--- src/rtl/rx32_thread_pkg.sv ---
// Shared types and sizing for the Rx32 hardware-thread scheduler.
// Contents:
//   NUM_THREADS, TID_W, PIPE_DEPTH - default sizing of the barrel core
//   tid_t                          - hardware thread identifier
//   tid_entry_t                    - {valid, tid} record carried down the tid pipeline
package rx32_thread_pkg;

    localparam int unsigned NUM_THREADS = 5;
    localparam int unsigned TID_W       = 3;
    localparam int unsigned PIPE_DEPTH  = 4;

    typedef logic [TID_W-1:0] tid_t;

    typedef struct packed {
        logic valid;
        tid_t tid;
    } tid_entry_t;

endpackage

--- src/rtl/rr_arbiter.sv ---
// Combinational round-robin picker over the eligible-thread mask.
// Ports:
//   eligible   in  NUM_THREADS  threads allowed to issue this cycle
//   last_ptr   in  TID_W        most recently issued thread (searched last)
//   pick       out TID_W        first eligible thread strictly after last_ptr, wrapping;
//                               last_ptr when nothing is eligible
//   pick_found out 1            a pick exists
module rr_arbiter #(
    parameter int unsigned NUM_THREADS = 5,
    parameter int unsigned TID_W       = 3
) (
    input  logic [NUM_THREADS-1:0] eligible,
    input  logic [TID_W-1:0]       last_ptr,
    output logic [TID_W-1:0]       pick,
    output logic                   pick_found
);

    // One extra bit so last_ptr + offset cannot overflow before the wrap.
    localparam int unsigned SUM_W = TID_W + 1;

    logic [SUM_W-1:0] cand;

    // Offsets 1..NUM_THREADS visit every thread once, last_ptr itself last.
    // last_ptr is always < NUM_THREADS, so a single subtract performs the modulo.
    always_comb begin
        pick       = last_ptr;
        pick_found = 1'b0;
        cand       = '0;
        for (int unsigned off = 1; off <= NUM_THREADS; off++) begin
            cand = SUM_W'(last_ptr) + SUM_W'(off);
            if (cand >= SUM_W'(NUM_THREADS)) begin
                cand = cand - SUM_W'(NUM_THREADS);
            end
            if (!pick_found && eligible[cand[TID_W-1:0]]) begin
                pick       = cand[TID_W-1:0];
                pick_found = 1'b1;
            end
        end
    end

endmodule

--- src/rtl/thread_scheduler.sv ---
// Hardware-thread scheduler for the Rx32 barrel core: round-robin thread pick,
// PC register bank read/write selects, and a valid-tagged tid pipeline.
// Ports:
//   clk, reset                     clock; asynchronous active-high reset
//   stall                          freezes fetch and the tid pipeline
//   thread_active                  per-thread enable mask
//   block_valid/block_tid          set a thread's blocked bit (next cycle)
//   unblock_valid/unblock_tid      clear a thread's blocked bit (next cycle)
//   redirect_valid/redirect_tid    redirect that thread's PC; steals the write port
//   sel_read                       PC bank read select (thread being fetched)
//   sel_write, pc_en               PC bank write select / enable
//   pc_src_redirect                1 = redirect target, 0 = PC+4
//   fetch_valid                    an instruction is fetched for sel_read
//   wb_valid/wb_tid                owner of the instruction leaving the last tracked stage
// The bank-facing outputs are combinational: the bank samples them in the same cycle.
// The pipeline entries use the package tid_t, so TID_W must match the package value.
module thread_scheduler #(
    parameter int unsigned NUM_THREADS = rx32_thread_pkg::NUM_THREADS,
    parameter int unsigned TID_W       = rx32_thread_pkg::TID_W,
    parameter int unsigned PIPE_DEPTH  = rx32_thread_pkg::PIPE_DEPTH
) (
    input  logic                   clk,
    input  logic                   reset,
    input  logic                   stall,
    input  logic [NUM_THREADS-1:0] thread_active,
    input  logic                   block_valid,
    input  logic [TID_W-1:0]       block_tid,
    input  logic                   unblock_valid,
    input  logic [TID_W-1:0]       unblock_tid,
    input  logic                   redirect_valid,
    input  logic [TID_W-1:0]       redirect_tid,
    output logic [TID_W-1:0]       sel_read,
    output logic [TID_W-1:0]       sel_write,
    output logic                   pc_en,
    output logic                   pc_src_redirect,
    output logic                   fetch_valid,
    output logic                   wb_valid,
    output logic [TID_W-1:0]       wb_tid
);

    import rx32_thread_pkg::tid_t;
    import rx32_thread_pkg::tid_entry_t;

    logic [TID_W-1:0]       last_ptr;
    logic [NUM_THREADS-1:0] blocked;
    logic [NUM_THREADS-1:0] blocked_next;
    logic [NUM_THREADS-1:0] eligible;
    logic [TID_W-1:0]       pick;
    logic                   pick_found;
    logic                   redirect_ok;
    logic                   block_ok;
    logic                   unblock_ok;
    tid_entry_t             pipe      [PIPE_DEPTH];
    tid_entry_t             pipe_next [PIPE_DEPTH];

    // Requests naming a nonexistent thread are dropped.
    assign redirect_ok = redirect_valid && (32'(redirect_tid) < NUM_THREADS);
    assign block_ok    = block_valid    && (32'(block_tid)    < NUM_THREADS);
    assign unblock_ok  = unblock_valid  && (32'(unblock_tid)  < NUM_THREADS);

    assign eligible = thread_active & ~blocked;

    rr_arbiter #(
        .NUM_THREADS(NUM_THREADS),
        .TID_W      (TID_W)
    ) u_rr_arbiter (
        .eligible  (eligible),
        .last_ptr  (last_ptr),
        .pick      (pick),
        .pick_found(pick_found)
    );

    // Read select, fetch qualification and write-port mux (redirect > fetch > idle).
    always_comb begin
        sel_read        = (pick_found && !reset) ? pick : last_ptr;
        fetch_valid     = pick_found && !stall && !redirect_ok && !reset;
        sel_write       = sel_read;
        pc_en           = 1'b0;
        pc_src_redirect = 1'b0;
        if (reset) begin
            pc_en = 1'b0;
        end else if (redirect_ok) begin
            sel_write       = redirect_tid;
            pc_en           = 1'b1;
            pc_src_redirect = 1'b1;
        end else if (fetch_valid) begin
            pc_en = 1'b1;
        end
    end

    // Clear first, then set, so a same-cycle block of the same thread wins.
    always_comb begin
        blocked_next = blocked;
        if (unblock_ok) begin
            blocked_next[unblock_tid] = 1'b0;
        end
        if (block_ok) begin
            blocked_next[block_tid] = 1'b1;
        end
    end

    // Tid pipeline: shift when not stalled, then flush the redirected thread.
    always_comb begin
        for (int i = 0; i < PIPE_DEPTH; i++) begin
            pipe_next[i] = pipe[i];
        end
        if (!stall) begin
            pipe_next[0].valid = fetch_valid;
            pipe_next[0].tid   = tid_t'(sel_read);
            for (int i = 1; i < PIPE_DEPTH; i++) begin
                pipe_next[i] = pipe[i-1];
            end
        end
        if (redirect_ok) begin
            for (int i = 0; i < PIPE_DEPTH; i++) begin
                if (pipe_next[i].tid == tid_t'(redirect_tid)) begin
                    pipe_next[i].valid = 1'b0;
                end
            end
        end
    end

    // State registers; last_ptr resets to the top thread so thread 0 is picked first.
    always_ff @(posedge clk or posedge reset) begin
        if (reset) begin
            last_ptr <= TID_W'(NUM_THREADS - 1);
            blocked  <= '0;
            for (int i = 0; i < PIPE_DEPTH; i++) begin
                pipe[i] <= '0;
            end
        end else begin
            if (fetch_valid) begin
                last_ptr <= pick;
            end
            blocked <= blocked_next;
            for (int i = 0; i < PIPE_DEPTH; i++) begin
                pipe[i] <= pipe_next[i];
            end
        end
    end

    assign wb_valid = pipe[PIPE_DEPTH-1].valid;
    assign wb_tid   = TID_W'(pipe[PIPE_DEPTH-1].tid);

endmodule

--- config.mk ---
export PLATFORM = sky130hd
export DESIGN_NAME = thread_scheduler
export DESIGN_NICKNAME = d
export VERILOG_FILES = /design/src/rtl/rx32_thread_pkg.sv /design/src/rtl/rr_arbiter.sv /design/src/rtl/thread_scheduler.sv
export SDC_FILE = /design/constraint.sdc
export NUM_CORES = 1
export LEC_CHECK = 0
export BUFFER_PORTS_ARGS = -buffer_cell sky130_fd_sc_hd__buf_2
export CORE_MARGIN = 2
export CORE_UTILIZATION = 55
export DETAILED_ROUTE_END_ITERATION = 8
export HOLD_SLACK_MARGIN = 0.08
export PLACE_DENSITY_LB_ADDON = 0.25
export SETUP_SLACK_MARGIN = 0.4
export SYNTH_ARGS = -nofsm -noshare
export SYNTH_HDL_FRONTEND = slang
export SYNTH_SLANG_ARGS = --single-unit
export TNS_END_PERCENT = 100
--- constraint.sdc ---
create_clock -name clk -period 4.8 [get_ports clk]
set_input_delay 0.48 -clock clk [delete_from_list [all_inputs] [get_ports clk]]
set_output_delay 0.48 -clock clk [all_outputs]
set_load 0.01 [all_outputs]
**Yosys cells after proc, flatten, opt, wreduce, memory -nomap -nowiden**

Index checks and enable logic that the tools add are counted.

- Order comparisons: 17
- Bitwise gates (word level): 5
- Muxes and demuxes: 48
- Add/sub/neg operators: 10
- Equality and inequality tests: 4
- Reduce and logical (&&, ||, !) cells: 20

Operator list:

| cell | number |
|---|---|
| $mux 3 | 13 |
| $lt 3x4->1 const B | 7 |
| $mux 1 | 25 |
| $ge 4x3->1 const B | 5 |
| $mux 16 | 1 |
| $bmux 1 s3 | 5 |
| $sub 3x3->3 const B | 5 |
| $logic_and 1x1->1 | 13 |
| $eq 3x3->1 | 4 |
| $and 5x5->5 | 2 |
| $mux 5 | 2 |
| $not 5->5 | 2 |
| $lt 3x3->1 const B | 3 |
| $add 3x2->4 const B | 2 |
| $add 3x3->4 const B | 2 |
| $logic_not 1->1 | 7 |
| $demux 1 s3 | 2 |
| $ge 3x1->1 const B | 2 |
| $or 5x5->5 | 1 |
| $add 3x1->4 const B | 1 |

- Bits in registers: 24
- Input bits: 20
- Word-level logic and storage cells: 114

**Depth between registers and ports, before layout**

Gate-level depths: netlist of run 1.

- Word-level depth: 25
- Depth in mapped cells: 16

**By module**

Synthesis of run 1 repeated with hierarchy kept, for this count alone.

- Cells, all modules: 252
- Area, all modules: 2399.8 um^2

Modules (own cells, without submodules):

| module | instances | seq. area each (um^2) | area each (um^2) | cells an instance |
|---|---|---|---|---|
| thread_scheduler | 1 | 601.8 | 1301.2 | 105 |
| rr_arbiter | 1 | 0.0 | 1098.6 | 147 |

**Least setup slack after synthesis of run 1**

No wires, ideal clock.

- Path kind: register -> output
- Start: register last_ptr[2]
- End: output port sel_write[0]
- Cell stages (with the launch flop): 13
- Setup slack: 846 ps
- Path buffers: 1
- Arrival: 3474 ps
- Path through: dfstp_2 > buf_6 > inv_1 > ha_1 > or3b_4 > a211oi_4 > mux2_1 > nor3_1 > a211oi_4 > a2111o_1 > a221o_1 > a22oi_2 > mux2_2

- Longest elaborated chain between the ends: 22
- Elaborated cells between the ends (all ways): 52
- Classes of those cells: 10 x add/sub; 5 x order compare; 28 x mux; 9 x reduce/logical

RTL lines:

| what | RTL line | RTL |
|---|---|---|
| from (decl) | thread_scheduler.sv:44 | `logic [TID_W-1:0] last_ptr;` |
| from (signal assigned) | thread_scheduler.sv:126 | `last_ptr <= TID_W'(NUM_THREADS - 1);` |
| from (signal assigned) | thread_scheduler.sv:133 | `last_ptr <= pick;` |
| $add 3x1->4 | rr_arbiter.sv:30 | `cand = SUM_W'(last_ptr) + SUM_W'(off);` |
| $ge 4x3->1 / $sub 3x3->3 (equally long branches) | rr_arbiter.sv:31, rr_arbiter.sv:32 |  |
| $mux 3 | rr_arbiter.sv:31 | `if (cand >= SUM_W'(NUM_THREADS)) begin` |
| $bmux 1 s3 | rr_arbiter.sv:34 | `if (!pick_found && eligible[cand[TID_W-1:0]]) begin` |
| $mux 1 (not written as such) | rr_arbiter.sv:34 |  |
| $mux 1 | rr_arbiter.sv:34 |  |
| $logic_not 1->1 | rr_arbiter.sv:34 |  |
| $logic_and 1x1->1 | rr_arbiter.sv:34 |  |
| [... 7 more ...] | - |  |
| $logic_not 1->1 | rr_arbiter.sv:34 |  |
| $logic_and 1x1->1 | rr_arbiter.sv:34 |  |
| $mux 1 | rr_arbiter.sv:34 |  |
| $logic_and 1x1->1 | thread_scheduler.sv:75 | `sel_read = (pick_found && !reset) ? pick : last_ptr;` |
| $mux 3 (*) | thread_scheduler.sv:75 |  |
| via sel_read[0] | thread_scheduler.sv:32 | `output logic [TID_W-1:0] sel_read,` |
| $mux 3 | thread_scheduler.sv:82 | `end else if (redirect_ok) begin` |
| $mux 3 (*) | thread_scheduler.sv:80 | `if (reset) begin` |
| to (decl) | thread_scheduler.sv:33 | `output logic [TID_W-1:0] sel_write,` |

The timed path passes the listed nets; every way through them passes the cells marked *. The select of a mux whose other input is x is not followed.

**Worst setup path in the final report of run 1**

- Start: register last_ptr[2]
- End: output port sel_write[0]

- Longest elaborated chain between the ends: 22
- Elaborated cells between the ends (all ways): 52
- Classes of those cells: 10 x add/sub; 5 x order compare; 28 x mux; 9 x reduce/logical

RTL lines:

| what | RTL line |
|---|---|
| $add 3x1->4 | rr_arbiter.sv:30 |
| $ge 4x3->1 / $sub 3x3->3 (equally long branches) | rr_arbiter.sv:31, rr_arbiter.sv:32 |
| $mux 3 | rr_arbiter.sv:31 |
| $bmux 1 s3 | rr_arbiter.sv:34 |
| $mux 1 (not written as such) | rr_arbiter.sv:34 |
| $mux 1 | rr_arbiter.sv:34 |
| $logic_not 1->1 | rr_arbiter.sv:34 |
| $logic_and 1x1->1 | rr_arbiter.sv:34 |
| [... 6 more ...] | - |
| $mux 1 | rr_arbiter.sv:34 |
| $logic_not 1->1 | rr_arbiter.sv:34 |
| $logic_and 1x1->1 | rr_arbiter.sv:34 |
| $mux 1 | rr_arbiter.sv:34 |
| $logic_and 1x1->1 | thread_scheduler.sv:75 |
| $mux 3 (*) | thread_scheduler.sv:75 |
| $mux 3 | thread_scheduler.sv:82 |
| $mux 3 (*) | thread_scheduler.sv:80 |

Mark *: on every way between the ends. The rest lies on a longest branch, timed or not. The select of a mux whose other input is x is not followed.

==> results of run 1 <==
-- cells by family after synthesis --
logic type | count (synthesis) | share of synthesized area (%)
AO/OA/AOI/OAI | 77 | 25.0
buffers and inverters | 31 | 6.34
multiplexers | 24 | 10.8
AND/OR/NAND/NOR | 92 | 21.0
adder cells (fa/ha/maj) | 11 | 6.03
XOR/XNOR | 16 | 5.82
flip-flops | 24 | 25.0
-- placed cells by master (no fill, tap or decap), types with 13 or more instances in the layout --
master and n:
sky130_fd_sc_hd__buf_2 32, sky130_fd_sc_hd__nand2_1 22, sky130_fd_sc_hd__dfrtp_1 22, sky130_fd_sc_hd__inv_1 15, sky130_fd_sc_hd__a21oi_1 15, sky130_fd_sc_hd__nor2_1 15, sky130_fd_sc_hd__o21ai_0 15, sky130_fd_sc_hd__xnor2_1 14
sky130_fd_sc_hd__mux2_2 13, sky130_fd_sc_hd__buf_4 13
-- routing by layer --
metal,part of all wire (%),GRT usage [%],vias up
met1,45,34.6,1057
met4,0.88,4.49,0
li1,-,-,1078
met3,5.2,2.45,6
met5,0,0,-
met2,49,40.6,63
-- final timing paths --
kind | to | start | slack [ns] | cells after the start
max | sel_write[0] | last_ptr[2] | 0.54 | 12
min | last_ptr[0] | reset | 0.28 | 3
max reg2reg | last_ptr[2] | last_ptr[2] | 1.05 | 13
min reg2reg | pipe[15] | pipe[15] | 0.54 | 2
max in group asynchronous | last_ptr[2] | reset | 4.23 | 3
min in group clk | blocked[0] | block_tid[0] | 0.42 | 2
-- through the flow --
stage	instance area (µm²)	hold slack (ns)	util, %	setup WS (ns)	std cells
floorplan	2410	0.458	-	0.846	275
global placement	2570	0.498	59.9	0.576	349
detailed placement	2570	0.510	59.9	0.502	349
CTS	2680	0.289	62.3	0.431	356
global route	2800	0.331	65.1	0.395	362
finish	2800	0.284	65.1	0.543	362
-- worst reg2reg max path, cell delays in order (launching register included) --
cell                       delay, ns
sky130_fd_sc_hd__dfstp_4        0.63
sky130_fd_sc_hd__inv_1          0.10
sky130_fd_sc_hd__ha_1           0.21
sky130_fd_sc_hd__or3b_4         0.40
sky130_fd_sc_hd__a211oi_4       0.32
sky130_fd_sc_hd__mux2_1         0.37
sky130_fd_sc_hd__nor3_2         0.23
sky130_fd_sc_hd__a211oi_4       0.09
sky130_fd_sc_hd__o41ai_4        0.51
sky130_fd_sc_hd__buf_4          0.20
sky130_fd_sc_hd__or3_1          0.14
sky130_fd_sc_hd__buf_4          0.16
sky130_fd_sc_hd__nor2_4         0.04
sky130_fd_sc_hd__mux2_1         0.30
-- flip-flops by register name (all words and copies together) (netlist names) --
register  cells
blocked       5
wb_valid      1
last_ptr      3
wb_tid        3
pipe         12
-- power by group through the flow --
stage | registers (mW) | clock network [mW] | logic [mW]
finish | 0.341 | 0.179 | 1.88
global route | 0.351 | 0.187 | 2.06
CTS | 0.346 | 0.180 | 1.71
detailed placement | 0.361 | 0 | 1.65
global placement | 0.357 | 0 | 1.64
floorplan | 0.337 | 0 | 1.33
-- final cells by class --
cell class,count,share of cell area [%]
well taps,52,2.33
multi-input cells,220,61.6
repair buffers,45,9.22
clock buffers,3,1.48
inverters,17,2.60
flip-flops and latches,24,21.7
clock inverters,1,1.07
-- what timing repair did --
| item | in CTS | in global routing |
|---|---|---|
| buffers inserted | 3 | 6 |
| pin swaps | 2 | 5 |
| hold buffers | 0 | 0 |
| gates resized for setup | 3 | 16 |
| endpoints found under the hold margin | 0 | 0 |
| setup endpoints to repair | 5 | 8 |
==> impl_table.tex, run 1 <==
\begin{tabular}{lr}
\hline
Metric & Value \\
\hline
\multicolumn{2}{l}{\textbf{Finish}} \\
\quad Layout Nets & 342 \\
\quad Number of fillers in the final layout & about 340 \\
\quad Layout Area Growth over Synthesis & 16.2\% \\
\quad Area taken by flip-flops and latches & around 600 µm² \\
\quad Share of post-route cells with drive strength above 1 & 29.0\% \\
\quad Antenna cells & 0 \\
\quad Area of combinational cells with multiple inputs & 1720 µm² \\
\multicolumn{2}{l}{\textbf{Setup path}} \\
\quad Crit-path slowest cell & sky130\_fd\_sc\_hd\_\_dfstp\_4 \\
\quad Critical path buffers and inverters & 2 \\
\quad Cell seen most often among critical-path stages & sky130\_fd\_sc\_hd\_\_a211oi\_4 \\
\quad Kind of cell adding the most delay to the critical path & compound AO/OA/AOI/OAI gates \\
\quad Critical path endpoint category & primary output \\
\quad Data arrival time at the worst-slack endpoint & 3.78 ns \\
\quad Cell breakdown of the critical path & inv\_1, ha\_1, or3b\_4, a211oi\_4, mux2\_1, nor3\_2, a211oi\_4, a2111o\_1, a221o\_1, a22oi\_2, mux2\_2, buf\_2 \\
\quad WS Path Type & reg2out \\
\quad CP required & between 4 and 5 ns \\
\quad Crit Path Max Fanout & 5 \\
\quad Worst stage delay on the critical path & 0.63 ns \\
\quad Startpoint Class & flip-flop \\
\multicolumn{2}{l}{\textbf{Synth}} \\
\quad Number of nets in the synthesized netlist & 306 \\
\quad Post-synthesis sequential area ratio & about a quarter \\
\quad Top cell type by total area after synthesis & sky130\_fd\_sc\_hd\_\_dfrtp\_1 \\
\quad Synth Cell Area & between 2000 and 2500 µm² \\
\quad Fraction of registers with async set or reset after synthesis & 100\% \\
\quad Synth warnings & 0 \\
\quad Main synth FF type & sky130\_fd\_sc\_hd\_\_dfrtp\_1 \\
\quad Gate count after technology mapping & 275 \\
\quad Number of distinct standard cells referenced by the synthesized netlist & 64 \\
\quad Synth top area share & about a quarter \\
\quad Number of synthesized flops with an enable pin & 0 \\
\quad Count of state elements after synthesis & 24 \\
\quad Largest cells by area after synthesis & sky130\_fd\_sc\_hd\_\_dfrtp\_1 (24\%), sky130\_fd\_sc\_hd\_\_mux2\_2 (6.1\%), sky130\_fd\_sc\_hd\_\_ha\_1 (5.2\%) \\
\quad Mean instance size in the synthesized netlist & between 8 and 9 µm² \\
\quad Top post-synthesis cells by count & sky130\_fd\_sc\_hd\_\_dfrtp\_1 (23), sky130\_fd\_sc\_hd\_\_nand2\_1 (23), sky130\_fd\_sc\_hd\_\_a21oi\_1 (16), sky130\_fd\_sc\_hd\_\_inv\_1 (16) \\
\multicolumn{2}{l}{\textbf{Route}} \\
\quad Drt wl/cell & around 16 µm \\
\quad Remaining routing DRC violations & 0 \\
\quad Number of nets with antenna violations after routing & 0 \\
\quad Drt first pass iters & 4 \\
\quad Vias after detailed routing & about 2,200 \\
\quad Final WL & 5.89 mm \\
\quad DRT iter0 DRCs & between 150 and 200 \\
\quad Avg Vias per Cell & approximately 6 \\
\multicolumn{2}{l}{\textbf{Power}} \\
\quad Psw & 1.20 mW \\
\quad Clock share of power & 7.4\% \\
\quad P\_int & $\sim$1.2 mW \\
\quad Pwr/cell area & 859 nW/µm² \\
\quad Peak VDD IR & between 500 and 600 µV \\
\quad Leak & about 1.2 nW \\
\quad Power share of the sequential group & 14.2\% \\
\quad Share of power burned in combinational logic & 78.3\% \\
\quad Final Power & 2.40 mW \\
\quad Net Sw Frac & 49.9\% \\
\multicolumn{2}{l}{\textbf{STA}} \\
\quad Final period utilization & roughly 89\% \\
\quad Slew of the pin with the lowest slew margin & 0.606 ns \\
\quad Count of final setup violators & 0 \\
\quad Slew Limit Headroom & 59.5\% \\
\quad Unrepaired setup endpoints after global routing & no \\
\quad Achievable clock frequency & around 230 MHz \\
\quad Setup TNS Final & 0 ns \\
\quad Hold Violations, Final & 0 \\
\quad Final number of max-transition violations & 0 \\
\quad Final clock skew & around 0.0028 ns \\
\quad Minimum period implied by the final worst setup slack & 4.26 ns \\
\multicolumn{2}{l}{\textbf{Clocking}} \\
\quad Deepest clock path buffer count & 2 \\
\quad Number of buffers created by CTS & 3 \\
\quad Clk root buf & sky130\_fd\_sc\_hd\_\_clkbuf\_8 \\
\quad TritonCTS sink count & 24 \\
\quad H-tree depth reported by CTS & 1 \\
\quad Later-pin clock latency in the skew report & 0.27 ns \\
\quad CTS tree & built \\
\quad Clk pin slew, worst setup/hold paths & 0.08 ns \\
\multicolumn{2}{l}{\textbf{Job}} \\
\quad Max cap viols & 0 \\
\multicolumn{2}{l}{\textbf{Floorplan}} \\
\quad DIE AREA & roughly 4900 µm² \\
\quad Starting utilization of the core area & 56.0\% \\
\quad Chip Height & 70.1 µm \\
\quad Placeable core area & 4290 µm² \\
\quad Top-level I/O count & 33 \\
\quad Std-Cell Rows & 24 \\
\quad X dimension of the die & 70.1 µm \\
\multicolumn{2}{l}{\textbf{Status}} \\
\quad Outcome & complete, no violations \\
\multicolumn{2}{l}{\textbf{GRT}} \\
\quad Number of antenna violations at the first check in global routing & 0 \\
\quad Via count of the first global-routing pass & 2,032 \\
\quad Global routing usage summed across all routing layers & 24.3\% \\
\quad Global-route wire length before repair & 9.76 mm \\
\quad Total gr overflow & 0 \\
\quad Largest net degree at the start of global routing & 26 \\
\multicolumn{2}{l}{\textbf{Placed design}} \\
\quad Number of port buffers & 32 \\
\quad Post-DP HPWL & between 4 and 5 mm \\
\quad Final estimated routing congestion in global placement & 0.905 \\
\multicolumn{2}{l}{\textbf{Worst hold path}} \\
\quad Type of the most critical hold path & in2async \\
\hline
\end{tabular}
Power figures use the tool's default switching activity.
==> inputs of run 2 (changes only) <==
- CORE_UTILIZATION: 55 -> 58
==> run 2 against run 1 <==
Sequential cell count unchanged. Hold slack improved by 0.078 ns. Final cell count unchanged. Routed wire length decreased by 0.73%. Clock skew decreased by 0.00057 ns. Fmax increased by 0.41%. Die area decreased by 4.9%. Core utilization increased by 4.2 points. Register-to-register slack improved by 0.17 ns. Clock power decreased by 24%. Sequential power about the same. Power decreased by 2.2%. Largest cell class unchanged.
==> impl_table.tex, run 2 (synthesis gave the netlist of run 1 again) <==
\begin{tabular}{lr}
\hline
Metric & Value \\
\hline
\multicolumn{2}{l}{\textbf{GRT}} \\
\quad Via count of the first global-routing pass & 2,055 (+1.1\%) \\
\quad Global-route wire length before repair & 9.57 mm (-2.0\%) \\
\quad Number of antenna violations at the first check in global routing & 0 (unchanged) \\
\quad Largest net degree at the start of global routing & 25 (-3.8\%) \\
\quad Global routing usage summed across all routing layers & 26.8\% (+2.4 points) \\
\quad Total gr overflow & 0 (unchanged) \\
\multicolumn{2}{l}{\textbf{Floorplan}} \\
\quad DIE AREA & 4680 µm² (-4.9\%) \\
\quad Placeable core area & 4000 µm² (-6.8\%) \\
\quad Std-Cell Rows & 23 (-4.2\%) \\
\quad Starting utilization of the core area & 60.2\% (+4.1 points) \\
\quad Top-level I/O count & 33 (unchanged) \\
\quad Chip Height & 68.4 µm (-2.5\%) \\
\quad X dimension of the die & 68.4 µm (-2.5\%) \\
\multicolumn{2}{l}{\textbf{STA}} \\
\quad Final number of max-transition violations & 0 (unchanged) \\
\quad Slew of the pin with the lowest slew margin & 0.598 ns (-0.00842 ns) \\
\quad Final clock skew & 0.00219 ns (-0.000571 ns) \\
\quad Hold Violations, Final & 0 (unchanged) \\
\quad Final period utilization & 88.3\% (-0.36 points) \\
\quad Setup TNS Final & 0 ns (unchanged) \\
\quad Count of final setup violators & 0 (unchanged) \\
\quad Post-layout worst setup margin & 0.560 ns (+0.0173 ns) \\
\quad Minimum period implied by the final worst setup slack & 4.24 ns (-0.0173 ns) \\
\quad Unrepaired setup endpoints after global routing & yes \\
\quad Achievable clock frequency & 236 MHz (+0.41\%) \\
\quad Slew Limit Headroom & 60.0\% (+0.47 points) \\
\multicolumn{2}{l}{\textbf{Setup path}} \\
\quad Crit Path Max Fanout & 5 (unchanged) \\
\quad Register-to-register path setup slack & 1.22 ns (+0.17 ns) \\
\quad Worst stage delay on the critical path & 0.63 ns (about the same) \\
\quad CP required & 4.32 ns (about the same) \\
\quad Reg2Reg Launch Point & last\_ptr[0] \\
\quad Cell breakdown of the critical path & inv\_1, ha\_1, or3b\_4, a211oi\_4, mux2\_1, nor3\_2, a211oi\_4, a2111o\_1, a221o\_1, a22oi\_2, mux2\_2, buf\_2 \\
\quad Data arrival time at the worst-slack endpoint & 3.76 ns (-0.02 ns) \\
\quad WS Path Type & reg2out \\
\quad End point of the critical path & sel\_write[0] \\
\quad FF-to-FF path depth & 14 (+1) \\
\quad Startpoint Class & flip-flop \\
\quad Critical register-to-register path endpoint & last\_ptr[2] \\
\quad Cell seen most often among critical-path stages & sky130\_fd\_sc\_hd\_\_a211oi\_4 \\
\quad Crit-path slowest cell & sky130\_fd\_sc\_hd\_\_dfstp\_4 \\
\quad Worst setup startpoint & last\_ptr[2] \\
\quad Critical path endpoint category & primary output \\
\multicolumn{2}{l}{\textbf{Route}} \\
\quad Number of nets with antenna violations after routing & 0 (unchanged) \\
\quad Remaining routing DRC violations & 0 (unchanged) \\
\quad Avg Vias per Cell & 6.10 (+0.27\%) \\
\quad Drt wl/cell & 16.2 µm (-0.73\%) \\
\quad DRT iter0 DRCs & 201 (+23\%) \\
\quad Final WL & 5.85 mm (-0.73\%) \\
\quad Vias after detailed routing & 2,210 (+0.27\%) \\
\quad Drt first pass iters & 6 (+2) \\
\multicolumn{2}{l}{\textbf{Finish}} \\
\quad Largest registers & pipe x12, blocked x5 \\
\quad Share of post-route cells with drive strength above 1 & 29.5\% (+0.45 points) \\
\quad Largest reg by FF count & pipe \\
\quad Top library cells by usage in the layout, fill and taps aside & sky130\_fd\_sc\_hd\_\_buf\_2 (32), sky130\_fd\_sc\_hd\_\_nand2\_1 (22), sky130\_fd\_sc\_hd\_\_dfrtp\_1 (22) \\
\quad Area of combinational cells with multiple inputs & 1710 µm² (-0.87\%) \\
\quad Post-layout instance area & 2770 µm² (-0.85\%) \\
\quad Number of fillers in the final layout & 321 (-6.4\%) \\
\quad Layout Nets & 344 (+0.58\%) \\
\quad Commonest non-fill, non-tap cell in the layout & sky130\_fd\_sc\_hd\_\_buf\_2 \\
\quad Area taken by flip-flops and latches & 607 µm² (unchanged) \\
\quad Antenna cells & 0 (unchanged) \\
\quad Number of flip-flops under the largest register name & 12 (unchanged) \\
\quad Layout Area Growth over Synthesis & 15.2\% \\
\multicolumn{2}{l}{\textbf{Placed design}} \\
\quad Number of port buffers & 32 (unchanged) \\
\quad Post-DP HPWL & 4.38 mm (-0.17\%) \\
\quad Post-placement worst setup slack & 0.428 ns (-0.0740 ns) \\
\quad Final estimated routing congestion in global placement & 0.960 (+6.1\%) \\
\quad Post-detailed-placement cell area & 2580 µm² (+0.19\%) \\
\multicolumn{2}{l}{\textbf{Job}} \\
\quad Max cap viols & 0 (unchanged) \\
\multicolumn{2}{l}{\textbf{Worst hold path}} \\
\quad Type of the most critical hold path & in2async \\
\multicolumn{2}{l}{\textbf{Clocking}} \\
\quad Clk pin slew, worst setup/hold paths & 0.08 ns (about the same) \\
\quad CTS tree & built \\
\quad Number of buffers created by CTS & 3 (unchanged) \\
\quad TritonCTS sink count & 24 (unchanged) \\
\quad Clk root buf & sky130\_fd\_sc\_hd\_\_clkbuf\_8 \\
\quad Deepest clock path buffer count & 2 (unchanged) \\
\quad Hold buffers post-CTS & 0 (unchanged) \\
\quad H-tree depth reported by CTS & 1 (unchanged) \\
\quad Later-pin clock latency in the skew report & 0.27 ns (about the same) \\
\multicolumn{2}{l}{\textbf{Power}} \\
\quad Peak VDD IR & 617 µV (+7.3\%) \\
\quad Pwr/cell area & 847 nW/µm² (-1.4\%) \\
\quad Leak & 1.23 nW (-0.38\%) \\
\multicolumn{2}{l}{\textbf{Status}} \\
\quad Outcome & complete, no violations \\
\hline
\end{tabular}
==> run 2: worst min-delay path by stage <==
stage	start	to	slack, ns	cells past startpoint
2_1_floorplan	blocked[1]	blocked[1]	0.46	2
3_3_place_gp	blocked[1]	blocked[1]	0.50	2
3_5_place_dp	blocked[1]	blocked[1]	0.50	2
4_1_cts	reset	pipe[11]	0.37	3
5_1_grt	reset	last_ptr[0]	0.41	3
6_report	reset	last_ptr[0]	0.36	3
==> run 2: area by class of cell <==
class / instances / share of cell area [%]
Tap cell: 50 / 2.26
Clock buffer: 4 / 1.99
Sequential cell: 24 / 21.9
Multi-Input combinational cell: 220 / 61.6
Timing Repair Buffer: 47 / 9.84
Inverter: 17 / 2.44
==> run 2: repair_timing <==
item	CTS	global route
cloned	0	0
pin swaps	0	3
endpoints found under the setup margin	6	8
setup buffers	1	9
gates resized for setup	4	11
==> run 2: per-layer routing <==
metal	track usage [%]	wire [µm]	vias to the layer above
met2	43.6	2790	80
met5	0	0	-
met4	6.00	73	0
met3	3.29	335	13
met1	37.8	2650	1036
li1	-	-	1081
==> run 2: report_power, final <==
group          switching [mW]  internal, mW  total (mW)
logic                    1.07         0.801        1.87
clock network          0.0628        0.0732       0.136
registers              0.0565         0.287       0.344
==> run 2: through the flow <==
step	hold WS [ns]	instances	util, %	total power [mW]
floorplan	0.458	275	-	1.66
global placement	0.498	348	64.4	2.00
detailed placement	0.503	348	64.4	2.02
CTS	0.369	353	66.3	2.18
global route	0.408	362	69.3	2.53
finish	0.362	362	69.3	2.35
==> run 2: critical path: cells and delay by family, from the launching register on <==
kind	cells	cell delay, ns
DFF	1	0.63
AOI/OAI and AO/OA	5	1.24
and+or+nand+nor	2	0.64
adders and majority gates	1	0.22
buffers and inverters	2	0.23
muxes	2	0.54
